--- src/rtl/loader_pkg.sv ---
// Shared types and defaults for the UART program loader.
// Holds the loader state encoding, protocol byte defaults and the maximum-load helper.
package loader_pkg;

    typedef enum logic [2:0] {
        ST_IDLE,
        ST_LEN,
        ST_DATA,
        ST_CSUM,
        ST_REPLY,
        ST_DONE,
        ST_ERR
    } state_t;

    localparam logic [7:0] SYNC_DEFAULT = 8'hAA;
    localparam logic [7:0] ACK_DEFAULT  = 8'h55;
    localparam logic [7:0] NAK_DEFAULT  = 8'hEE;

    // Largest frame length, in words, that fits the instruction memory.
    function automatic logic [63:0] max_len(input int unsigned addr_w);
        return 64'd1 << addr_w;
    endfunction

endpackage

--- src/rtl/loader_word_packer.sv ---
// Packs bytes MSB first into a WORD_W word and pulses word_done the cycle after the last byte.
// One cycle latency from final byte to word_done; no backpressure, clear drops a partial word.
module loader_word_packer #(
    parameter int WORD_W = 32
) (
    input  logic              clk,
    input  logic              rst,
    input  logic              clear,
    input  logic [7:0]        byte_data,
    input  logic              byte_valid,
    output logic [WORD_W-1:0] word,
    output logic              word_done
);

    localparam int NB    = WORD_W / 8;
    localparam int IDX_W = (NB > 1) ? $clog2(NB) : 1;

    logic [IDX_W-1:0] idx;

    always_ff @(posedge clk or posedge rst) begin
        if (rst) begin
            idx       <= '0;
            word      <= '0;
            word_done <= 1'b0;
        end else begin
            word_done <= 1'b0;
            if (clear) begin
                idx <= '0;
            end else if (byte_valid) begin
                word <= WORD_W'({word, byte_data});
                if (idx == IDX_W'(NB - 1)) begin
                    idx       <= '0;
                    word_done <= 1'b1;
                end else begin
                    idx <= idx + 1'b1;
                end
            end
        end
    end

endmodule

--- src/rtl/uart_prog_loader.sv ---
// UART boot loader: SYNC, big-endian word length, data words, checksum, then ACK/NAK reply.
// Writes each word one cycle after its last byte; the reply waits for tx_busy to drop.
module uart_prog_loader
    import loader_pkg::*;
#(
    parameter int         WORD_W      = 32,
    parameter int         ADDR_W      = 10,
    parameter int         LEN_BYTES   = 2,
    parameter logic [7:0] SYNC_BYTE   = SYNC_DEFAULT,
    parameter logic [7:0] ACK_BYTE    = ACK_DEFAULT,
    parameter logic [7:0] NAK_BYTE    = NAK_DEFAULT,
    parameter int         TIMEOUT_CYC = 5_000_000
) (
    input  logic              clk,
    input  logic              rst,
    input  logic [7:0]        rx_data,
    input  logic              rx_valid,
    input  logic              rx_ferr,
    output logic [7:0]        tx_data,
    output logic              tx_start,
    input  logic              tx_busy,
    output logic              imem_we,
    output logic [ADDR_W-1:0] imem_addr,
    output logic [WORD_W-1:0] imem_wdata,
    output logic              done,
    output logic              err,
    output logic [ADDR_W:0]   word_count
);

    localparam int LEN_W  = LEN_BYTES * 8;
    localparam int LCNT_W = $clog2(LEN_BYTES + 1);
    localparam int TMO_W  = (TIMEOUT_CYC > 0) ? $clog2(TIMEOUT_CYC + 1) : 1;

    state_t             state, nxt;
    logic [LEN_W-1:0]   len, new_len;
    logic [LCNT_W-1:0]  lcnt;
    logic [7:0]         csum;
    logic [TMO_W-1:0]   timer;
    logic               ok;
    logic [WORD_W-1:0]  word;
    logic               word_done;
    logic               byte_ok, byte_bad, tmo, in_frame, idle_like, sync_hit;
    logic               len_last, len_bad, last_word;

    assign byte_ok   = rx_valid & ~rx_ferr;
    assign byte_bad  = rx_valid & rx_ferr;
    assign in_frame  = (state == ST_LEN) || (state == ST_DATA) || (state == ST_CSUM);
    assign idle_like = (state == ST_IDLE) || (state == ST_DONE) || (state == ST_ERR);
    assign sync_hit  = byte_ok && (rx_data == SYNC_BYTE);
    // A byte in the same cycle as the timeout wins, hence the !rx_valid term.
    assign tmo       = (TIMEOUT_CYC != 0) && in_frame && !rx_valid && (timer == TMO_W'(TIMEOUT_CYC));
    assign new_len   = LEN_W'({len, rx_data});
    assign len_last  = (lcnt == LCNT_W'(LEN_BYTES - 1));
    assign len_bad   = (new_len == '0) || (64'(new_len) > max_len(ADDR_W));
    assign last_word = (64'(word_count) + 64'd1) == 64'(len);

    loader_word_packer #(.WORD_W(WORD_W)) u_packer (
        .clk        (clk),
        .rst        (rst),
        .clear      (state != ST_DATA),
        .byte_data  (rx_data),
        .byte_valid (byte_ok && (state == ST_DATA)),
        .word       (word),
        .word_done  (word_done)
    );

    always_ff @(posedge clk or posedge rst) begin
        if (rst) state <= ST_IDLE;
        else     state <= nxt;
    end

    always_comb begin
        nxt = state;
        case (state)
            ST_IDLE, ST_DONE, ST_ERR: if (sync_hit) nxt = ST_LEN;
            ST_LEN: begin
                if (byte_bad || tmo)          nxt = ST_REPLY;
                else if (byte_ok && len_last) nxt = len_bad ? ST_REPLY : ST_DATA;
            end
            ST_DATA: begin
                if (byte_bad || tmo)           nxt = ST_REPLY;
                else if (imem_we && last_word) nxt = ST_CSUM;
            end
            ST_CSUM:  if (rx_valid || tmo) nxt = ST_REPLY;
            ST_REPLY: if (!tx_busy) nxt = ok ? ST_DONE : ST_ERR;
            default:  nxt = ST_IDLE;
        endcase
    end

    always_comb begin
        imem_we    = (state == ST_DATA) && word_done;
        imem_addr  = word_count[ADDR_W-1:0];
        imem_wdata = word;
        tx_start   = (state == ST_REPLY) && !tx_busy;
        tx_data    = (state == ST_REPLY) ? (ok ? ACK_BYTE : NAK_BYTE) : 8'h00;
        done       = (state == ST_DONE);
        err        = (state == ST_ERR);
    end

    always_ff @(posedge clk or posedge rst) begin
        if (rst) begin
            len        <= '0;
            lcnt       <= '0;
            csum       <= '0;
            timer      <= '0;
            ok         <= 1'b0;
            word_count <= '0;
        end else begin
            // Success is only possible through a clean checksum byte.
            if (nxt == ST_REPLY && state != ST_REPLY)
                ok <= (state == ST_CSUM) && byte_ok && ((csum + rx_data) == 8'h00);
            if (idle_like && sync_hit) begin
                len        <= '0;
                lcnt       <= '0;
                csum       <= '0;
                timer      <= '0;
                word_count <= '0;
            end else if (in_frame) begin
                timer <= rx_valid ? '0 : timer + 1'b1;
                if (state == ST_LEN && byte_ok) begin
                    len  <= new_len;
                    lcnt <= lcnt + 1'b1;
                end
                if (state == ST_DATA && byte_ok) csum <= csum + rx_data;
                if (imem_we) word_count <= word_count + 1'b1;
            end
        end
    end

endmodule

--- config.mk ---
export PLATFORM = sky130hd
export DESIGN_NAME = uart_prog_loader
export DESIGN_NICKNAME = d
export VERILOG_FILES = /design/src/rtl/loader_pkg.sv /design/src/rtl/loader_word_packer.sv /design/src/rtl/uart_prog_loader.sv
export SDC_FILE = /design/constraint.sdc
export NUM_CORES = 1
export LEC_CHECK = 0
export CAP_MARGIN = 20
export CORE_MARGIN = 4
export CORE_UTILIZATION = 59
export CTS_CLUSTER_DIAMETER = 60
export CTS_CLUSTER_SIZE = 12
export DETAILED_ROUTE_END_ITERATION = 8
export PLACE_DENSITY = 0.95
export REMOVE_ABC_BUFFERS = 1
export SYNTH_ARGS = -nofsm -noshare
export SYNTH_HDL_FRONTEND = slang
export SYNTH_SLANG_ARGS = --single-unit
--- constraint.sdc ---
create_clock -name clk -period 9.8 [get_ports clk]
set_clock_uncertainty 0.1 [all_clocks]
set_input_delay 1.96 -clock clk [delete_from_list [all_inputs] [get_ports clk]]
set_output_delay 1.96 -clock clk [all_outputs]
set_load 0.005 [all_outputs]
==> metrics.txt, run 1 <==
Sw Share 0.363; worst hold slack slightly below 400 ps; DRT iter0 DRCs roughly 410; Slew Limit Fails 0; Fmax 196 MHz; Post-DP HPWL a little over 9000 microns; H-tree depth 3; unique cell type count in the Yosys netlist between 50 and 60; Clock Sinks between 90 and 100; post-synthesis average cell area ~8.6 sq um; number of synthesized flops with an enable pin 0; Int Pwr about 0.86 mW; actual slew at the worst max-slew pin roughly 1000 ps; Sw Pwr a little under 0.5 mW; outcome completed; number of global-route vias before repair 4584; CTS tree built; cell with the most instances after synthesis nand2_1; Post-synth ARST share 1.00; Most used DFF post-synth dfrtp_1; first-pass GRT wire length between 20000 and 25000 microns; GR Overflow Total 0; GR Util All Layers 0.245; TritonRoute pass-1 iters 6; WP data required 7740 ps; crit start category input pin; io pins approximately 80; sequential cell area fraction in the yosys report 0.460; Syn Inst Count ~630; WL per Instance about 17 microns; clk buf depth 2; Worst-path clk slew 100 ps; Cell Area, Synth about 5400 sq um; Root Driver clkbuf_8; GP Congestion about 0.84; Initial Util 0.611; Critical Path End Type output port; critical path fanouts, max 3; critical path class in -> out; # fillers 599; Slew HR 0.297; share of the synthesized area in the top cell type 0.460; worst IR drop on VDD approximately 0.14 mV; DR DRC count 0; die area 10700 sq um; Place WS roughly 4700 ps; Core Region between 8000 and 9000 sq um; Seq pwr share 0.432; Die Wd 104 microns; area grow syn2layout 17.4%; # port buffers 77; Post-CTS Resized 0; Period Utilization, post-route 0.521; Clk Latency, worst-skew pair 370 ps; combinational power share 0.377; Clock power frac 0.191; Tightest Hold Check Type reg -> reg; pin count of the biggest net entering global routing 68; wirelength, routed 13100 microns; Via Count 4848; Num CTS Buffers 9; share of cells above drive strength 1 0.0584; Final Hold Viols 0; initial antenna violation count 0; PnR worst setup slack 4690 ps; top post-synthesis cells by area dfrtp_1 (46%), nand2_1 (11%), o21ai_0 (4.2%); cts hold-fix bufs 0; #FFs+latches synth between 90 and 100; Via density roughly 6.1; setup bufs post-CTS 0; Max-Cap Viols 0; Row Count 34; CP arrival between 3000 and 4000 ps; # setup viols final 0; min Tclk post-route slightly above 5000 ps; RSZ-0062 raised after global routing false; Synth top cells by count nand2_1 (160), dfrtp_1 (99), nor2_1 (45), o21ai_0 (45), nand3_1 (28); leak pwr 2.78 nW; TNS Setup 0 ps; Layout Nets 706; Die Y ~100 microns; total inserted antenna cells 0; leading area contributor after synthesis dfrtp_1; Detail Route Antenna Nets 0; Ys Warns 0; power density over the cells 213 nW/um^2
-- path summary, 6_finish.rpt --
kind / cells after the start / slack [ps] / end / startpoint
min reg2reg: 2 / 390 / u_packer.word[28] / u_packer.word[28]
max: 3 / 4690 / tx_start / tx_busy
min: 2 / 390 / u_packer.word[28] / u_packer.word[28]
min in group asynchronous: 2 / 1830 / u_packer.word[20] / rst
max reg2reg: 6 / 6390 / ok / state[0]
max in group asynchronous: 3 / 6500 / timer[19] / rst
-- area by class of cell --
class	instances	area (sq um)	share of cell area
Clock buffer	9	124	0.0196
Tap cell	108	135	0.0214
Clock inverter	7	67.6	0.0107
Multi-Input combinational cell	473	2640	0.418
Inverter	11	42.5	0.00673
Timing Repair Buffer	86	833	0.132
Sequential cell	99	2480	0.392
-- power by group through the flow --
stage,Clock [mW],Combinational (mW),Sequential [mW]
after floorplan,0,0.252,0.579
after global placement,0,0.476,0.583
after detailed placement,0,0.505,0.590
after CTS,0.261,0.510,0.581
after global routing,0.279,0.561,0.596
final,0.258,0.508,0.582
-- cells in the final DEF (no fill, tap or decap), types with 4 or more instances in the layout --
cell             count
ha_1                12
nand2b_1             5
o31ai_1              7
nor2b_1             10
o41ai_1              5
a31oi_1              8
clkbuf_8             9
nand2_1            160
o21ai_0             45
and2_1               5
nand3_1             28
nor4_1               4
nand4_1             11
and3_1               4
buf_4                7
clkdlybuf4s50_1     77
nor3_1              11
inv_1                9
xnor2_1             21
xor2_1              12
a21oi_1             26
nor2_1              44
dfrtp_1             99
-- state kept, by name, summed over array words and instances (netlist names) --
signal              cells
len                    16
state                   3
lcnt                    2
u_packer.word          32
u_packer.idx            2
timer                  23
word_count             11
ok                      1
u_packer.word_done      1
csum                    8
-- worst max-delay path, stage by stage --
cell and delay (ps):
clkdlybuf4s50_1 440, nor2_1 130, clkdlybuf4s50_1 520
-- through the flow --
stage | instance area, sq um | instances | power (mW) | util
2_1_floorplan | 5160 | 583 | 0.830 | -
3_5_place_dp | 6120 | 775 | 1.09 | 0.695
3_3_place_gp | 6120 | 775 | 1.06 | 0.695
6_report | 6320 | 793 | 1.35 | 0.718
5_1_grt | 6320 | 793 | 1.44 | 0.718
4_1_cts | 6310 | 791 | 1.35 | 0.717
-- logic make-up (layout without fill, tap and decap cells) --
group                      count (synthesis)  count (layout)  share of synthesized area
and+or+nand+nor                          311             311                      0.269
AOI/OAI and AO/OA                        111             111                      0.126
DFF                                       99              99                      0.460
buffers and inverters                     55             113                     0.0497
xor gates and xnor gates                  33              33                     0.0537
adders and majority gates                 13              13                     0.0316
muxes                                      5               5                     0.0100
-- routing by layer --
metal  up-vias  track usage  part of all wire
li1       2248            -                 -
met1      2308        0.329              0.41
met2       254        0.392              0.49
met3        38       0.0566             0.078
met4         0       0.0921             0.027
met5         -            0                 0
Power figures use the tool's default switching activity.
==> run 2: changes to the inputs <==
Settings changed: CORE_UTILIZATION 59 to 55, PLACE_DENSITY 0.95 to 0.9.
Clock period 9.8 ns to 5.05 ns, I/O delays scaled along.
==> run 2 against run 1 <==
Effect of this change:
- via count down 2.4%
- utilization is 3.9 points lower
- design area increased by 0.71%
- first-iteration DRC count shrank 30%
- global-route usage shrank 1.2 points
- sequential share of layout area fell by 0.28 points
- die area increased by 6.7%
- clock power grew 98%
- wire length decreased by 1.6%
- register-to-register slack worse by 4100 ps
==> metrics.txt, run 2 (same netlist as run 1, synthesis figures left out) <==
GP Congestion 0.908 (was 0.845); Biggest register u_packer.word (unchanged); initial antenna violation count 0 (unchanged); die area 11400 sq um (was 10700 sq um); critical path class reg -> out (was in -> out); critical path fanouts, max 16 (was 3); Post-DP HPWL 9050 microns (was 9220 microns); setup bufs post-CTS 0 (unchanged); leak pwr 2.79 nW (was 2.78 nW); total inserted antenna cells 0 (unchanged); Via Count 4733 (was 4848); # port buffers 77 (unchanged); DR DRC count 0 (unchanged); TritonRoute pass-1 iters 5 (was 6); Root Driver clkbuf_8 (unchanged); GR Util All Layers 0.234 (was 0.245); # setup viols final 0 (unchanged); max reg flops 32 (unchanged); Slew HR 0.441 (was 0.297); H-tree depth 3 (unchanged); Die Y 107 microns (was 104 microns); io pins 78 (unchanged); wirelength, routed 12900 microns (was 13100 microns); Core Region 9370 sq um (was 8810 sq um); min Tclk post-route between 3000 and 4000 ps; Max-Cap Viols 0 (unchanged); WP data required 3940 ps (was 7740 ps); Die Wd 107 microns (was 104 microns); first-pass GRT wire length 22200 microns (was 22000 microns); Tightest Hold Check Type reg -> reg (unchanged); most frequent cells in the layout nand2_1 (160), dfrtp_1 (99), clkdlybuf4s50_1 (77) (unchanged); crit start category register (was input pin); Detail Route Antenna Nets 0 (unchanged); CTS tree built (unchanged); Slew Limit Fails 0 (unchanged); CP arrival 2610 ps (was 3050 ps); RSZ-0062 raised after global routing false (unchanged); GR Overflow Total 0 (unchanged); DRT iter0 DRCs 286 (was 408); pin count of the biggest net entering global routing 70 (was 68); worst IR drop on VDD 0.315 mV (was 0.143 mV); clk buf depth 2 (unchanged); top flop regs u_packer.word x32, timer x23, len x16 (unchanged); Clock Sinks 99 (unchanged); Worst-path clk slew 110 ps (was 100 ps); Tot Pwr 2.61 mW (was 1.35 mW); worst hold slack 384 ps (was 390 ps); Final Hold Viols 0 (unchanged); Num CTS Buffers 9 (unchanged); Via density 5.81 (was 6.11); share of cells above drive strength 1 0.0598 (was 0.0584); power density over the cells 411 nW/um^2 (was 213 nW/um^2); Final Util 0.679 (was 0.718); Row Count 35 (was 34); TNS Setup 0 ps (unchanged); Initial Util 0.574 (was 0.611); Post-CTS Resized 0 (unchanged); commonest non-fill, non-tap cell in the layout nand2_1 (unchanged); actual slew at the worst max-slew pin 838 ps (was 1050 ps); Layout Nets 707 (was 706); Period Utilization, post-route 0.737; area grow syn2layout 18.2% (was 17.4%); outcome completed (unchanged); Critical Path End Type output port (unchanged); Fmax between 200 and 300 MHz; # fillers 747 (was 599); number of global-route vias before repair 4634 (was 4584); cts hold-fix bufs 0 (unchanged); Clk Latency, worst-skew pair 370 ps (about the same); WL per Instance 15.8 microns (was 16.5 microns)
## run 2: where the power goes
group / total (mW) / internal (mW) / switching [mW]
logic: 0.975 / 0.510 / 0.465
clock network: 0.512 / 0.196 / 0.316
registers: 1.13 / 0.965 / 0.162
## run 2: path summary, 6_finish.rpt
check | from | endpoint | slack, ps | cells after the start
worst max-delay path | state[2] | imem_we | 1330 | 4
max in group asynchronous | rst | len[6] | 2880 | 3
worst min register to register | u_packer.word[26] | u_packer.word[26] | 380 | 2
min in group asynchronous | rst | u_packer.word[19] | 1070 | 2
worst max register to register | state[2] | state[0] | 2340 | 8
worst min-delay path | u_packer.word[26] | u_packer.word[26] | 380 | 2
## run 2: area by class of cell
type	count	area, sq um	share of cell area
repair buffers	87	841	0.132
flip-flops and latches	99	2480	0.389
inverters	11	43.8	0.00688
clock inverters	7	77.6	0.0122
well taps	129	161	0.0254
multi-input cells	473	2640	0.415
clock buffers	9	124	0.0195
## run 2: critical path, cell delays in order, from the launching register on
cell and delay [ps]:
dfrtp_1 570, nor3b_1 530, nand2_1 330, clkinv_1 270
clkdlybuf4s50_1 550
## run 2: stage by stage
stage | area (sq um) | std cells | setup slack, ps
after floorplan | 5160 | 583 | 1340
after global placement | 6150 | 797 | 1260
after detailed placement | 6160 | 798 | 1110
after CTS | 6360 | 814 | 1400
after global routing | 6360 | 815 | 1240
final | 6360 | 815 | 1330
## run 2: metal layers
metal,share of wire,routed length [microns],up-vias,GRT usage
met5,0,0,-,0
met4,0.011,136,0,0.0447
met3,0.066,844,17,0.0488
met2,0.49,6370,190,0.391
met1,0.43,5530,2287,0.318
li1,-,-,2239,-
